===== config.mk =====
export PLATFORM = sky130hd
export DESIGN_NAME = multi_dataflow_job_sequencer_flat
export DESIGN_NICKNAME = d
export VERILOG_FILES = /design/src/rtl/multi_dataflow_job_sequencer_if.sv /design/src/rtl/multi_dataflow_job_sequencer.sv /design/src/flat_wrapper.sv
export SDC_FILE = /design/constraint.sdc
export NUM_CORES = 1
export LEC_CHECK = 0
export BUFFER_PORTS_ARGS = -buffer_cell sky130_fd_sc_hd__buf_4
export CAP_MARGIN = 20
export CORE_ASPECT_RATIO = 1.2
export CORE_MARGIN = 4
export CORE_UTILIZATION = 38
export CTS_CLUSTER_SIZE = 16
export DETAILED_ROUTE_END_ITERATION = 6
export GPL_ROUTABILITY_DRIVEN = 0
export PLACE_DENSITY = 0.58
export SYNTH_ARGS = -nofsm -noshare
export SYNTH_HDL_FRONTEND = slang
export SYNTH_SLANG_ARGS = --single-unit
export TNS_END_PERCENT = 50

===== constraint.sdc =====
create_clock -name clk_i -period 2.55 [get_ports clk_i]
set_input_delay 0.255 -clock clk_i [delete_from_list [all_inputs] [get_ports clk_i]]
set_output_delay 0.255 -clock clk_i [all_outputs]
set_load 0.005 [all_outputs]

===== src/rtl/multi_dataflow_job_sequencer_if.sv =====
`default_nettype none
// ============================================================================
//  Module   : multi_dataflow_job_sequencer_if
//  Purpose  : Handshake bundle between the job sequencer and the dataflow
//             engine it drives.
//  Signals  : eng_ready_i  engine ready flag               (engine -> seq)
//             eng_cnt_i    engine output-handshake count   (engine -> seq)
//             eng_start_o  engine start pulse              (seq -> engine)
//             eng_clear_o  engine clear pulse              (seq -> engine)
//             Suffixes are written from the sequencer's point of view.
//  Modports : master = sequencer side, slave = engine side
//  Revision : 1.0  initial release
// ============================================================================
interface multi_dataflow_job_sequencer_if #(
    parameter int CNT_W = 32
);
    logic             eng_ready_i;
    logic [CNT_W-1:0] eng_cnt_i;
    logic             eng_start_o;
    logic             eng_clear_o;

    modport master (
        input  eng_ready_i,
        input  eng_cnt_i,
        output eng_start_o,
        output eng_clear_o
    );

    modport slave (
        output eng_ready_i,
        output eng_cnt_i,
        input  eng_start_o,
        input  eng_clear_o
    );
endinterface
`default_nettype wire


===== src/rtl/multi_dataflow_job_sequencer.sv =====
`default_nettype none
// ============================================================================
//  Module   : multi_dataflow_job_sequencer
//  Purpose  : Runs one dataflow-engine job per trigger: clear the engine,
//             wait for ready, start it, wait for the expected output count,
//             then report done / error with a status code and a job counter.
//  Ports    : clk_i          clock (rising edge)
//             rst_ni         asynchronous active-low reset
//             trigger_i      job request pulse (accepted only when idle)
//             clear_i        synchronous abort / clear request
//             cfg_len_i      expected engine outputs per job
//             cfg_timeout_i  cycle budget per wait phase, 0 = no timeout
//             eng            engine handshake bundle (master modport)
//             busy_o         high whenever not idle
//             evt_done_o     one-cycle job-complete event
//             evt_err_o      one-cycle job-error event
//             status_o       00 none, 01 ok, 10 timeout, 11 zero length
//             jobs_o         completed-job count (wraps)
//  Revision : 1.0  initial release
// ============================================================================
module multi_dataflow_job_sequencer #(
    parameter int CNT_W = 32,
    parameter int JOB_W = 16
) (
    input  wire logic                  clk_i,
    input  wire logic                  rst_ni,
    input  wire logic                  trigger_i,
    input  wire logic                  clear_i,
    input  wire logic [CNT_W-1:0]      cfg_len_i,
    input  wire logic [CNT_W-1:0]      cfg_timeout_i,
    multi_dataflow_job_sequencer_if.master eng,
    output logic                       busy_o,
    output logic                       evt_done_o,
    output logic                       evt_err_o,
    output logic [1:0]                 status_o,
    output logic [JOB_W-1:0]           jobs_o
);

    typedef enum logic [2:0] {
        S_IDLE       = 3'd0,
        S_CLEAR      = 3'd1,
        S_WAIT_READY = 3'd2,
        S_START      = 3'd3,
        S_RUN        = 3'd4,
        S_DONE       = 3'd5,
        S_ERR        = 3'd6
    } state_e;

    localparam logic [1:0] c_ST_NONE    = 2'b00;
    localparam logic [1:0] c_ST_OK      = 2'b01;
    localparam logic [1:0] c_ST_TIMEOUT = 2'b10;
    localparam logic [1:0] c_ST_ZERO    = 2'b11;

    state_e           state_q, state_d;
    logic [CNT_W-1:0] len_q, len_d;
    logic [CNT_W-1:0] tmo_cfg_q, tmo_cfg_d;
    logic [CNT_W-1:0] tmo_cnt_q, tmo_cnt_d;
    logic [1:0]       status_q, status_d;
    logic [JOB_W-1:0] jobs_q, jobs_d;
    // One-cycle flag that produces the engine clear pulse after an abort.
    logic             abort_q, abort_d;

    logic [CNT_W-1:0] w_tmo_next;
    logic             w_tmo_hit;
    logic             w_wait_state;

    // The counter holds the number of completed cycles in the current wait
    // state, so the budget expires at the end of the cycle that brings the
    // count up to the configured timeout (timeout N = N cycles in the state).
    assign w_tmo_next   = tmo_cnt_q + CNT_W'(1);
    assign w_tmo_hit    = (tmo_cfg_q != '0) && (w_tmo_next == tmo_cfg_q);
    assign w_wait_state = (state_q == S_WAIT_READY) || (state_q == S_RUN);

    always_comb begin
        state_d   = state_q;
        len_d     = len_q;
        tmo_cfg_d = tmo_cfg_q;
        status_d  = status_q;
        jobs_d    = jobs_q;
        abort_d   = 1'b0;

        if (clear_i) begin
            // Abort dominates everything, including a simultaneous trigger.
            state_d  = S_IDLE;
            status_d = c_ST_NONE;
            abort_d  = 1'b1;
        end else begin
            unique case (state_q)
                S_IDLE: begin
                    if (trigger_i) begin
                        len_d     = cfg_len_i;
                        tmo_cfg_d = cfg_timeout_i;
                        if (cfg_len_i == '0) begin
                            state_d  = S_ERR;
                            status_d = c_ST_ZERO;
                        end else begin
                            state_d  = S_CLEAR;
                            status_d = c_ST_NONE;
                        end
                    end
                end
                S_CLEAR: state_d = S_WAIT_READY;
                S_WAIT_READY: begin
                    // Exit condition is tested first so it wins a tie.
                    if (eng.eng_ready_i) begin
                        state_d = S_START;
                    end else if (w_tmo_hit) begin
                        state_d  = S_ERR;
                        status_d = c_ST_TIMEOUT;
                    end
                end
                S_START: state_d = S_RUN;
                S_RUN: begin
                    if (eng.eng_cnt_i >= len_q) begin
                        state_d  = S_DONE;
                        status_d = c_ST_OK;
                        jobs_d   = jobs_q + JOB_W'(1);
                    end else if (w_tmo_hit) begin
                        state_d  = S_ERR;
                        status_d = c_ST_TIMEOUT;
                    end
                end
                S_DONE:  state_d = S_IDLE;
                S_ERR:   state_d = S_IDLE;
                default: state_d = S_IDLE;
            endcase
        end

        // Any state change restarts the budget; staying in a wait state counts.
        if (state_d != state_q) begin
            tmo_cnt_d = '0;
        end else if (w_wait_state) begin
            tmo_cnt_d = w_tmo_next;
        end else begin
            tmo_cnt_d = tmo_cnt_q;
        end
    end

    always_ff @(posedge clk_i or negedge rst_ni) begin
        if (!rst_ni) begin
            state_q   <= S_IDLE;
            len_q     <= '0;
            tmo_cfg_q <= '0;
            tmo_cnt_q <= '0;
            status_q  <= c_ST_NONE;
            jobs_q    <= '0;
            abort_q   <= 1'b0;
        end else begin
            state_q   <= state_d;
            len_q     <= len_d;
            tmo_cfg_q <= tmo_cfg_d;
            tmo_cnt_q <= tmo_cnt_d;
            status_q  <= status_d;
            jobs_q    <= jobs_d;
            abort_q   <= abort_d;
        end
    end

    // Moore outputs; the abort clear pulse only ever occurs in IDLE, so it
    // can never overlap the START pulse.
    assign eng.eng_clear_o = (state_q == S_CLEAR) || abort_q;
    assign eng.eng_start_o = (state_q == S_START);
    assign busy_o          = (state_q != S_IDLE);
    assign evt_done_o      = (state_q == S_DONE);
    assign evt_err_o       = (state_q == S_ERR);
    assign status_o        = status_q;
    assign jobs_o          = jobs_q;

endmodule
`default_nettype wire


===== src/flat_wrapper.sv =====
// flat-port wrapper written by rule: the top's interface ports become plain ports
module multi_dataflow_job_sequencer_flat 
#(
    parameter int CNT_W = 32,
    parameter int JOB_W = 16
)
  (clk_i, rst_ni, trigger_i, clear_i, cfg_len_i, cfg_timeout_i, busy_o, evt_done_o, evt_err_o, status_o, jobs_o, eng_eng_ready_i, eng_eng_cnt_i, eng_eng_start_o, eng_eng_clear_o);
  multi_dataflow_job_sequencer_if #(.CNT_W(CNT_W)) eng_i ();
  input  wire logic clk_i;
  input  wire logic rst_ni;
  input  wire logic trigger_i;
  input  wire logic clear_i;
  input  wire logic [CNT_W-1:0] cfg_len_i;
  input  wire logic [CNT_W-1:0] cfg_timeout_i;
  output logic busy_o;
  output logic evt_done_o;
  output logic evt_err_o;
  output logic [1:0] status_o;
  output logic [JOB_W-1:0] jobs_o;
  input wire logic [$bits(eng_i.eng_ready_i)-1:0] eng_eng_ready_i;
  input wire logic [$bits(eng_i.eng_cnt_i)-1:0] eng_eng_cnt_i;
  output wire logic [$bits(eng_i.eng_start_o)-1:0] eng_eng_start_o;
  output wire logic [$bits(eng_i.eng_clear_o)-1:0] eng_eng_clear_o;
  assign eng_i.eng_ready_i = eng_eng_ready_i;
  assign eng_i.eng_cnt_i = eng_eng_cnt_i;
  assign eng_eng_start_o = eng_i.eng_start_o;
  assign eng_eng_clear_o = eng_i.eng_clear_o;
  multi_dataflow_job_sequencer #(.CNT_W(CNT_W), .JOB_W(JOB_W)) u_core (.clk_i(clk_i), .rst_ni(rst_ni), .trigger_i(trigger_i), .clear_i(clear_i), .cfg_len_i(cfg_len_i), .cfg_timeout_i(cfg_timeout_i), .eng(eng_i), .busy_o(busy_o), .evt_done_o(evt_done_o), .evt_err_o(evt_err_o), .status_o(status_o), .jobs_o(jobs_o));
endmodule

Word-level counts from Yosys, hierarchy flattened

Cells that the tools add are included.

Bits in registers: 118
Bits of input ports: 101

Reduce and logical (&&, ||, !) cells: 12
Equal/unequal tests: 10
Order comparisons: 1
Add/sub/neg operators: 2
Muxes and demuxes: 17
Bitwise gates (word level): 1

Operators by type and width:

| operator                                                        | number |
|---|---|
| 32-bit 2-to-1 mux                                               | 2 |
| 32-bit by 1-bit adder with 32-bit output, second input constant | 1 |
| 32-bit == test                                                  | 1 |
| 32-bit >= comparator                                            | 1 |
| 32-bit zero test                                                | 1 |
| 32-bit nonzero test                                             | 1 |
| 3-bit 2-to-1 mux                                                | 6 |
| 16-bit by 1-bit adder with 16-bit output, second input constant | 1 |
| 3-bit one-hot mux with 5 select lines                           | 1 |
| 2-bit 2-to-1 mux                                                | 6 |
| 3-bit == test, second input constant                            | 3 |
| 3-bit AND reduction                                             | 3 |
| 3-bit by 2-bit == test with 1-bit output, second input constant | 2 |
| 3-bit != test, second input constant                            | 2 |
| 2-bit one-hot mux with 3 select lines                           | 1 |
| 4-bit nonzero test                                              | 1 |
| 3-bit by 1-bit == test with 1-bit output, second input constant | 1 |
| 3-bit zero test                                                 | 1 |
| 3-bit != test                                                   | 1 |
| 3-bit nonzero test                                              | 1 |
| 1-bit logical OR                                                | 2 |
| 2-bit nonzero test                                              | 1 |
| 1-bit logical AND                                               | 1 |
| 1-bit 2-to-1 mux                                                | 1 |
| 1-bit inverter                                                  | 1 |

Depth between registers and ports, before layout

Gate-level depths: netlist of run 1.

Depth in word-level cells: 9
Depth in mapped cells: 11
Gate-level depth less buffers: 10

Worst setup path before layout of run 1

No wires, ideal clock.

Path type: register -> register
Start: register u_core.len_q[25]
End: register u_core.tmo_cnt_q[1]
Path slack: -0.146 ns
Buffers on the path: 1
Data arrival time: 2.608 ns
Setup time: 0.088 ns
Stages on the path, launching flop included: 11
Clock period less this slack: 2.696 ns
Path through: dfrtp_1 > inv_1 > ha_1 > a21o_1 > a221o_1 > a221oi_1 > o21ai_0 > o21a_1 > a2111oi_2 > buf_2 > nor3b_1

Word-level cells in the longest chain between the ends: 6
Elaborated cells between the ends (all ways): 7
Those cells by class: order compare (1); eq/ne (1); mux (4); reduce/logical (1)

RTL lines:

| element                                                        | line                                | source |
|---|---|---|
| start, declared                                                | multi_dataflow_job_sequencer.sv:55  | `logic [CNT_W-1:0] len_q, len_d;` |
| start signal, assigned                                         | multi_dataflow_job_sequencer.sv:150 | `len_q <= len_d;` |
| 32-bit >= comparator (*)                                       | multi_dataflow_job_sequencer.sv:114 | `if (eng.eng_cnt_i >= len_q) begin` |
| 3-bit 2-to-1 mux (*)                                           | multi_dataflow_job_sequencer.sv:114 |  |
| 3-bit one-hot mux with 5 select lines (*)                      | multi_dataflow_job_sequencer.sv:88  | `unique case (state_q)` |
| 3-bit 2-to-1 mux (*)                                           | multi_dataflow_job_sequencer.sv:82  | `if (clear_i) begin` |
| 3-bit != test (*)                                              | multi_dataflow_job_sequencer.sv:130 | `if (state_d != state_q) begin` |
| 32-bit 2-to-1 mux / 2-bit nonzero test (equally long branches) | --                                  |  |
| end signal, assigned                                           | multi_dataflow_job_sequencer.sv:152 | `tmo_cnt_q <= tmo_cnt_d;` |
| end, declared                                                  | multi_dataflow_job_sequencer.sv:57  | `logic [CNT_W-1:0] tmo_cnt_q, tmo_cnt_d;` |

Every way passes the cells marked *; elsewhere a longest branch is shown, timed or not.
A chain may end at the register's enable or synchronous reset.

Worst setup path after layout of run 1

Start: register u_core.len_q[25]
End: register u_core.tmo_cnt_q[26]

The elaborated chain is that of the path after synthesis.

==> metrics.txt, run 1 <==
number of fill cells 1738; largest net degree at the start of global routing 55; Seq/Total Area, Yosys 40.7%; gr usage total roughly 18%; clk slew on worst S/H paths 0.06 ns; fmax 356 MHz; Post-Syn Nets between 800 and 900; GRT Residual Overflow 0; placed inst area between 9000 and 10000 µm²; Die Wd between 100 and 150 µm; most frequent cells in the layout 223 x buf_4, 112 x dfrtp_1, 65 x nand2_1, 65 x mux2_2, 58 x nor2_1; final WL about 19 mm; fin crit share 110%; CTS Buf Count 17; relative slew slack approximately 58%; Maximum Capacitance Violations 0; met3 GRT Util ~3.6%; pre-CTS setup slack -0.337 ns; GR peak layer met2; Critical Path RT about 2.9 ns; vias in the first global route between 6000 and 7000; ratio of cells with drive above 1 in the final layout between 40% and 50%; die area around 21000 µm²; Setup-failing EPs final 43; Pleak 4.78 nW; most common cell after layout, fill and taps aside buf_4; met2 Use GR 31.1%; cell area after layout 10200 µm²; Worst Max-Slew Pin Slew 0.622 ns; Distinct cells, synth 60; first-pass GRT wire length 31.3 mm; Crit. End Element register; Core Region 18800 µm²; Area Overhead vs Synth 40.2%; Mean Syn Cell Area a little under 10 µm²; pwr dens just under 600 nW/µm²; Top FF cell, synth dfrtp_1; Register Area 2960 µm²; Setup Crit Path Kind register to register; Slew Limit Fails 0; detailed router's first-iteration violation count about 310; area of the multi-input gates between 4000 and 5000 µm²; peak supply drop around 0.38 mV; final net count approximately 1100; Post-DP HPWL 14.6 mm; initial antenna violation count 0; Max FO, Critical Path 15; clock latency on the worst-skew pair around 0.42 ns; synthesized area between 7000 and 8000 µm²; skew final ~0.014 ns; CTS tree built; vias per inst 5.00; CTS Sinks approximately 120; failing checks negative setup slack; Syn Inst Count approximately 740; diode count 0; Hold Fails Final Rpt 0; ANT nets after route 0; number of enable flip-flop cells after synthesis 0; Hold Path Class input port to register; Async SR Flop Fraction 100%; yosys warns 0; Setup WS post-layout -0.257 ns; GR Util met1 a little under a quarter; via count 6160; DRT Pass-1 Iters 5; unrepaired setup endpoints after global routing true; Worst Setup Start Kind register; CTS Buffer Depth 2; critical path arrival 3.14 ns; H-tree depth 4; # port buffers between 100 and 150; Final Critical Period around 2.8 ns; I/O Pins about 120; total power approximately 6 mW; # rows 55; # DRC 0; FF+latch count, synth ~120; final hold slack between 0.06 and 0.07 ns; Die Y 159 µm; status finished, violations left; Routed wire per std cell 15.5 µm; clock root buffer master clkbuf_16; Starting Density between 30% and 40%
## per-stage QoR
| step | instances | TNS, ns | utilization, % |
|---|---|---|---|
| finish | 1231 | -7.56 | 54.1 |
| global route | 1231 | -15.13 | 54.1 |
| CTS | 1227 | -8.60 | 53.4 |
| detailed placement | 1182 | -15.05 | 48.8 |
| global placement | 1182 | -14.53 | 48.8 |
| floorplan | 738 | 0 | - |
## kinds of logic (layout without fill, tap and decap cells)
logic type / Yosys count / after routing / share of synthesized area, %
adders and majority gates: 34 / 34 / 5.87
AOI/OAI and AO/OA: 82 / 82 / 7.82
buffers and inverters: 74 / 311 / 4.35
muxes: 74 / 74 / 11.3
and+or+nand+nor: 273 / 273 / 19.9
DFF: 118 / 118 / 40.7
xor gates and xnor gates: 83 / 83 / 10.0
## registers in the layout, summed over array words and instances, names as in the netlist
signal and count:
u_core.jobs_o 16, u_core.abort_q 1, u_core.state_q 3, u_core.len_q 32, u_core.tmo_cnt_q 32, u_core.status_o 2, u_core.tmo_cfg_q 32
## final cells by class
cell class	instances	area share, %
Multi-Input combinational cell	546	42.0
Inverter	42	1.55
Timing Repair Buffer	237	18.4
Sequential cell	118	29.1
Tap cell	256	3.15
Clock buffer	20	4.29
Clock inverter	12	1.50
## cells in the mapped netlist, drive strengths merged (2+ instances only)
cell	number	share of area, %
o22ai	2	0.17
or4	2	0.21
a41o	2	0.28
o21ai	16	1.1
and2	7	0.60
o221ai	2	0.24
nor2	61	3.2
o31ai	3	0.31
nand2	69	3.6
and4	8	0.97
mux2i	9	1.2
nor3b	3	0.31
nor4	22	2.5
ha	34	5.9
inv	42	2.2
nor3	23	1.6
nand2b	8	0.69
clkbuf	19	0.98
nor4bb	2	0.28
o211ai	4	0.41
or3	4	0.35
o211a	2	0.28
o21a	2	0.21
mux2	65	10
a31oi	4	0.35
nor4b	2	0.24
a2111oi	4	0.57
nand3	27	2.1
a21o	8	0.83
xnor2	51	6.2
xor2	32	3.9
nand4	21	2.0
a221oi	2	0.24
and3	8	0.69
a211oi	4	0.41
dfrtp	118	41
a21oi	16	1.1
nor2b	3	0.26
o31a	3	0.36
buf	13	1.2
## per-layer routing
layer | vias to the layer above | wire, µm
li1 | 3060 | -
met1 | 2961 | 8300
met2 | 124 | 9720
met3 | 15 | 804
met4 | 0 | 240
met5 | - | 0
## where the power goes
part           leakage (nW)  internal, mW  switching (mW)
combinational          3.01         0.690           0.534
clock                 0.277          1.54           0.890
sequential             1.49          2.09           0.172
## final timing paths
kind / slack, ns / from / endpoint / cells after the start
setup / recovery: -0.26 / u_core.len_q[25] / u_core.tmo_cnt_q[26] / 13
hold / removal: 0.07 / cfg_timeout_i[31] / u_core.tmo_cfg_q[31] / 2
setup reg to reg: -0.26 / u_core.len_q[25] / u_core.tmo_cnt_q[26] / 13
max in group asynchronous: 1.40 / rst_ni / u_core.tmo_cnt_q[6] / 3
hold reg to reg: 0.47 / u_core.jobs_o[15] / u_core.jobs_o[15] / 1
min in group asynchronous: 0.35 / rst_ni / u_core.tmo_cfg_q[30] / 2
## worst max-delay path, stage by stage, from the launching register on
cell and delay, ns:
dfrtp_1 0.39, inv_2 0.07, ha_4 0.19, a21o_1 0.15
a221o_1 0.33, a221oi_2 0.31, o21ai_2 0.12, buf_4 0.15
o21a_4 0.20, a2111oi_4 0.34, buf_12 0.20, buf_12 0.13
nand2_1 0.05, nor2_1 0.09
## repair_timing
action / CTS / global route
hold buffers: 2 / 0
pin swaps: 9 / 15
gates cloned: 1 / 0
hold endpoints to repair: 38 / 0
gates resized for setup: 53 / 19
setup endpoints to repair: 53 / 53
buffers inserted: 10 / 4
(Power assumes the default switching activity.)
==> inputs of run 2 (changes only) <==
--- a/config.mk
+++ b/config.mk
@@ -14,6 +14,7 @@
 export DETAILED_ROUTE_END_ITERATION = 6
 export GPL_ROUTABILITY_DRIVEN = 0
 export PLACE_DENSITY = 0.58
+export SKIP_LAST_GASP = 1
 export SYNTH_ARGS = -nofsm -noshare
 export SYNTH_HDL_FRONTEND = slang
 export SYNTH_SLANG_ARGS = --single-unit
==> run 2 against run 1 <==
  * The flow still finishes with violations (negative setup slack)
  * First-iteration DRC count grew 9.8%
  * Sequential share of layout area grew 0.27 points
  * Final cell count is 0.24% higher
  * Clock power is essentially flat
  * Total power decreased by 0.15%
  * Highest routed layer unchanged
==> metrics.txt, run 2 (synthesis gave the netlist of run 1 again) <==
Worst path slowest cell dfrtp_1; initial antenna violation count 0 (unchanged); Worst Max-Slew Pin Slew 0.521 ns (-0.101 ns); fmax 357 MHz (+0.18%); Setup Crit Path Kind register to register; CTS Buffer Depth 2 (unchanged); Maximum Capacitance Violations 0 (unchanged); detailed router's first-iteration violation count 337 (+9.8%); Final Util 53.6% (-0.51 points); Pint 4.31 mW (-0.13%); clk slew on worst S/H paths 0.06 ns (about the same); Setup WS post-layout -0.252 ns (+0.00513 ns); CP most frequent cell buf_12; Register Area 2960 µm² (about the same); DRT Pass-1 Iters 5 (unchanged); fin crit share 110% (-0.20 points); Post-DP HPWL 14.6 mm (unchanged); H-tree depth 4 (unchanged); Die Wd 134 µm (unchanged); final net count 1100 (+0.27%); I/O Pins 124 (unchanged); cell area after layout 10100 µm² (-0.95%); crit-path cells inv_2, ha_4, a21o_1, a221o_1, a221oi_2, o21ai_2, buf_4, o21a_4, a2111oi_4, buf_12, buf_12, nand2_1, nor2_1; critical path arrival 3.14 ns (about the same); flop2flop setup slack -0.25 ns (about the same); Core Region 18800 µm² (unchanged); pre-CTS setup slack -0.337 ns (unchanged); Sw Share 27.0% (about the same); clock latency on the worst-skew pair 0.42 ns (about the same); CTS tree built; pwr dens 586 nW/µm² (+0.81%); combinational share of power 20.6% (about the same); Crit. End Element register; Max FO, Critical Path 15 (unchanged); Psw 1.59 mW (-0.18%); Final Critical Period 2.80 ns (-0.00513 ns); ratio of cells with drive above 1 in the final layout 38.1% (-1.9 points); # DRC 0 (unchanged); vias in the first global route 6379 (-0.23%); area of the multi-input gates 4170 µm² (-2.4%); CP max stage delay 0.39 ns (about the same); # rows 55 (unchanged); # port buffers 123 (unchanged); first-pass GRT wire length 31.2 mm (about the same); number of fill cells 1754 (+0.92%); final hold slack 0.0706 ns (+0.00414 ns); status finished, violations left; Critical Path RT 2.89 ns (about the same); Sequential Power Share 38.3% (about the same); gr usage total 18.1% (-0.028 points); most common cell after layout, fill and taps aside buf_4; diode count 0 (unchanged); most frequent cells in the layout 229 x buf_4, 113 x dfrtp_1, 67 x nand2_1, 65 x mux2_2, 60 x nor2_1; largest net degree at the start of global routing 55 (unchanged); Worst path top cell family by delay compound AO/OA/AOI/OAI gates; relative slew slack 64.9% (+6.5 points); Buf/Inv on CP 4 (unchanged); Hold Path Class input port to register; Worst Setup Start Kind register; placed inst area 9160 µm² (unchanged); Setup-failing EPs final 49 (+14%); Pleak 4.76 nW (-0.28%); unrepaired setup endpoints after global routing true; final WL 19.0 mm (-0.31%); CTS Sinks 118 (unchanged); die area 21400 µm² (unchanged); via count 6181 (+0.34%); Routed wire per std cell 15.4 µm (-0.55%); skew final 0.00976 ns (-0.00383 ns); vias per inst 5.01 (about the same); Hold Fails Final Rpt 0 (unchanged); peak supply drop 0.382 mV (+0.18%); clock root buffer master clkbuf_16; CTS Buf Count 17 (unchanged); Die Y 159 µm (unchanged); Area Overhead vs Synth 38.9%; clock share of power 41.1% (about the same); Starting Density 38.6% (unchanged); Slew Limit Fails 0 (unchanged); failing checks negative setup slack; biggest regs u_core.len_q: 32 flops, u_core.tmo_cfg_q: 32 flops, u_core.tmo_cnt_q: 32 flops; GRT Residual Overflow 0 (unchanged); ANT nets after route 0 (unchanged)
-- run 2: changes by cell type in the layout (fill, tap and decap cells not counted), moves of 3 or more --
cell and delta:
nand3_2 -7, o21ai_1 -3, nand3_1 +8, buf_4 +6, o21ai_0 +4
-- run 2: worst paths after layout --
| path | depth (start not counted) | start | end |
|---|---|---|---|
| min in group asynchronous | 2 | rst_ni | u_core.tmo_cfg_q[27] |
| worst max register to register | 13 | u_core.len_q[25] | u_core.tmo_cnt_q[26] |
| worst min register to register | 1 | u_core.jobs_o[15] | u_core.jobs_o[15] |
| max in group asynchronous | 3 | rst_ni | u_core.tmo_cnt_q[6] |
| worst min-delay path | 2 | cfg_timeout_i[26] | u_core.tmo_cfg_q[26] |
| worst max-delay path | 13 | u_core.len_q[25] | u_core.tmo_cnt_q[26] |
-- run 2: power by group through the flow --
stage / Combinational (mW) / Clock [mW] / Sequential, mW
floorplan: 0.696 / 0 / 2.24
global placement: 1.14 / 0 / 2.28
detailed placement: 1.16 / 0 / 2.29
CTS: 1.21 / 2.47 / 2.26
global route: 1.36 / 2.57 / 2.29
finish: 1.21 / 2.43 / 2.26
-- run 2: layout make-up --
class	count	share of cell area (%)
repair buffers	240	18.6
multi-input cells	546	41.4
clock buffers	20	4.34
inverters	42	1.57
well taps	256	3.18
flip-flops and latches	118	29.4
clock inverters	12	1.52
-- run 2: worst register-to-register path, stage by stage (launching register included) --
cell and delay [ns]:
dfrtp_1 0.39, inv_2 0.07, ha_4 0.19, a21o_1 0.15
a221o_1 0.33, a221oi_2 0.32, o21ai_2 0.12, buf_4 0.15
o21a_4 0.20, a2111oi_4 0.34, buf_12 0.19, buf_12 0.13
nand2_1 0.05, nor2_1 0.09
-- run 2: routing by layer --
layer	up-vias	part of all wire (%)	global-route usage [%]
met2	138	50	31.0
met3	25	4.5	3.48
met4	0	2.0	6.30
met1	2958	43	22.7
met5	-	0	0
li1	3060	-	-
-- run 2: what timing repair did --
| item | in CTS | in global routing |
|---|---|---|
| hold buffers | 2 | 0 |
| pin swaps | 8 | 8 |
| endpoints found under the setup margin | 53 | 53 |
| setup buffers | 10 | 8 |
| cloned | 1 | 0 |
| gates resized for setup | 36 | 8 |
| hold endpoints to repair | 38 | 0 |
-- run 2: stage by stage --
step	power (mW)	instances	TNS, ns
6_report	5.90	1234	-8.40
5_1_grt	6.22	1234	-16.53
4_1_cts	5.95	1227	-9.47
3_5_place_dp	3.45	1182	-15.05
3_3_place_gp	3.43	1182	-14.53
2_1_floorplan	2.94	738	0
==> inputs of run 3 (changes only) <==
--- a/config.mk
+++ b/config.mk
@@ -5,6 +5,7 @@
 export SDC_FILE = /design/constraint.sdc
 export NUM_CORES = 1
 export LEC_CHECK = 0
+export ABC_AREA = 1
 export BUFFER_PORTS_ARGS = -buffer_cell sky130_fd_sc_hd__buf_4
 export CAP_MARGIN = 20
 export CORE_ASPECT_RATIO = 1.2
==> run 3 against run 2 <==
  * The flow still finishes with violations (negative setup slack)
  * Clock power about the same
  * Sequential power up 8.8%
  * Clock-buffer cell count down 3
  * Non-clock buffer count down 2
  * Area after synthesis up 5.1%
  * Worst setup slack better by 0.033 ns
  * Sequential share of layout area down 1.4 points
  * Clock skew down 0.00063 ns
  * Critical path depth up 10
==> metrics.txt, run 3 <==
CTS Buffer Depth 2 (unchanged); Syn Inst Count 1053 (+43%); clock root buffer master clkbuf_16; Min-Delay Endpoint u_core.tmo_cfg_q[12]; number of enable flip-flop cells after synthesis 0 (unchanged); total power 6.79 mW (+15%); Sequential Power Share 36.2% (-2.1 points); ratio of cells with drive above 1 in the final layout 29.5% (-8.6 points); detailed router's first-iteration violation count 422 (+25%); Post-Syn Nets 1188 (+36%); die area 22400 µm² (+4.8%); Setup-failing EPs final 32 (-35%); Hold Fails Final Rpt 0 (unchanged); Setup Crit Path Kind register to register; largest net degree at the start of global routing 100 (+82%); critical path arrival 3.08 ns (-0.06 ns); yosys warns 0 (unchanged); Pleak 5.29 nW (+11%); relative slew slack 63.3% (-1.6 points); status finished, violations left; Top FF cell, synth dfrtp_1; Setup WS post-layout -0.219 ns (+0.0326 ns); Routed wire per std cell 13.8 µm (-10%); unrepaired setup endpoints after global routing true; first-pass GRT wire length 34.7 mm (+11%); vias in the first global route 7186 (+13%); fmax 361 MHz (+1.2%); skew final 0.00912 ns (-0.000632 ns); Sw Share 33.3% (+6.3 points); post-synth top area share 38.8% (-2.0 points); TNS Setup -6.43 ns (+1.97 ns); Post-DP HPWL 16.1 mm (+10%); FF+latch count, synth 118 (unchanged); clk slew on worst S/H paths 0.06 ns (about the same); Slew Limit Fails 0 (unchanged); Max FO, Critical Path 7 (-8); Die Y 163 µm (+2.4%); via count 7444 (+20%); Area Overhead vs Synth 38.7%; Hold Path Origin cfg_timeout_i[12]; Final Critical Period 2.77 ns (-0.0326 ns); Maximum Capacitance Violations 0 (unchanged); CTS Buf Count 17 (unchanged); Worst Max-Slew Pin Slew 0.550 ns (+0.0292 ns); H-tree depth 4 (unchanged); vias per inst 4.76 (-4.9%); diode count 0 (unchanged); Critical Path RT 2.86 ns (-0.03 ns); Mean Syn Cell Area 7.24 µm² (-26%); final net count 1424 (+29%); Hold Path Class input port to register; # DRC 0 (unchanged); CP startpoint u_core.tmo_cnt_q[13]; top post-synthesis cells by area dfrtp_1 39%, nand2_1 13%, inv_1 7.3%, nor2_1 6.0%, ha_1 5.6%; Commonest cells post-synth 273 x nand2_1, 149 x inv_1, 121 x nor2_1, 118 x dfrtp_1, 78 x nand3_1; final hold slack 0.0605 ns (-0.0101 ns); flop2flop setup slack -0.22 ns (+0.03 ns); final WL 21.6 mm (+14%); Async SR Flop Fraction 100% (unchanged); failing checks negative setup slack; CTS tree built; initial antenna violation count 0 (unchanged); Distinct cells, synth 38 (-37%); peak supply drop 0.489 mV (+28%); pre-CTS setup slack -0.308 ns (+0.0290 ns); clock latency on the worst-skew pair 0.42 ns (about the same); # port buffers 123 (unchanged); GRT Residual Overflow 0 (unchanged); I/O Pins 124 (unchanged); Die Wd 137 µm (+2.3%); pwr dens 643 nW/µm² (+9.7%); Hold Path Depth 2 (unchanged); most common cell after layout, fill and taps aside nand2_1; gr usage total 19.6% (+1.5 points); Seq/Total Area, Yosys 38.8% (-2.0 points); DRT Pass-1 Iters 5 (unchanged); RR Endpoint u_core.tmo_cnt_q[2]; cell taking the most area after synthesis dfrtp_1; R2R depth 23 (+10); most frequent cells in the layout 257 x nand2_1, 224 x buf_4, 147 x inv_1, 115 x dfrtp_1, 107 x nor2_1; Worst Setup Start Kind register; worst r2r src u_core.tmo_cnt_q[13]; Crit. End Element register; fin crit share 109% (-1.3 points); Psw 2.26 mW (+42%); CTS Sinks 118 (unchanged); Starting Density 38.8% (+0.23 points); most frequent cell after synthesis nand2_1; Core Region 19600 µm² (+4.4%); combinational share of power 28.0% (+7.4 points); Pint 4.53 mW (+5.1%); biggest regs u_core.len_q: 32 flops, u_core.tmo_cfg_q: 32 flops, u_core.tmo_cnt_q: 32 flops; clock share of power 35.9% (-5.2 points); # rows 56 (+1.8%); synthesized area 7620 µm² (+5.1%); ANT nets after route 0 (unchanged)
-- run 3: critical path: stages (launching register included) --
cell	delay [ns]
dfrtp_2	0.42
nand2_2	0.09
nor2_1	0.09
buf_4	0.13
nand2_1	0.08
nor2_4	0.18
buf_4	0.15
buf_4	0.11
nand3_1	0.10
nand2_1	0.11
nand2_1	0.05
nand2_1	0.09
nand3_2	0.10
nor2_4	0.11
nand3_2	0.08
nand2_1	0.06
nand2_1	0.06
nand2_2	0.08
nand2_2	0.06
nand2_2	0.09
nand2_4	0.07
nand2_8	0.12
clkbuf_16	0.17
nor2_2	0.03
-- run 3: through the flow --
| stage | cells | cell area, µm² | util, % |
|---|---|---|---|
| after floorplan | 1053 | 7620 | - |
| after global placement | 1510 | 9510 | 48.5 |
| after detailed placement | 1510 | 9510 | 48.5 |
| after CTS | 1549 | 10300 | 52.3 |
| after global routing | 1563 | 10600 | 53.9 |
| final | 1563 | 10600 | 53.9 |
-- run 3: power by group through the flow --
stage | Clock, mW | Combinational (mW) | Sequential, mW
6_report | 2.44 | 1.90 | 2.46
5_1_grt | 2.56 | 2.17 | 2.50
4_1_cts | 2.48 | 1.84 | 2.45
3_5_place_dp | 0 | 1.77 | 2.48
3_3_place_gp | 0 | 1.74 | 2.47
2_1_floorplan | 0 | 1.15 | 2.42
-- run 3: routing by layer --
| layer | track usage (%) | up-vias | part of all wire (%) |
|---|---|---|---|
| met1 | 24.6 | 3409 | 43 |
| li1 | - | 3836 | - |
| met3 | 4.62 | 33 | 5.6 |
| met2 | 32.4 | 166 | 49 |
| met5 | 0 | - | 0 |
| met4 | 7.58 | 0 | 2.6 |
-- run 3: worst max path at each step --
stage | end | slack, ns
4_1_cts | u_core.tmo_cnt_q[9] | -0.27
5_1_grt | u_core.tmo_cnt_q[4] | -0.45
3_5_place_dp | u_core.jobs_o[13] | -0.31
3_3_place_gp | u_core.jobs_o[13] | -0.22
2_1_floorplan | u_core.jobs_o[10] | -0.007
6_report | u_core.tmo_cnt_q[2] | -0.22
-- run 3: cell type report --
| cell class | instances | area, µm² |
|---|---|---|
| fill | 1954 | 9050 |
| multi-input combinational | 763 | 4210 |
| sequential | 118 | 2960 |
| timing repair buffer | 238 | 1910 |
| inverter | 151 | 567 |
| clock buffer | 17 | 425 |
| tap | 261 | 327 |
| clock inverter | 15 | 169 |
-- run 3: cell families (layout without fill, tap and decap cells) --
family	Yosys count	count (layout)	share of synthesized area, %
adders and majority gates	34	34	5.58
muxes	12	12	1.76
and+or+nand+nor	571	571	33.1
AOI/OAI and AO/OA	120	120	8.18
DFF	118	118	38.8
xor gates and xnor gates	26	26	3.37
buffers and inverters	172	421	9.23
-- run 3: timing repair --
action	in CTS	in global routing
hold buffers	2	0
cloned	1	1
hold endpoints to repair	39	0
pin swaps	10	27
resized for setup	22	49
buffers inserted	4	13
setup endpoints to repair	44	45
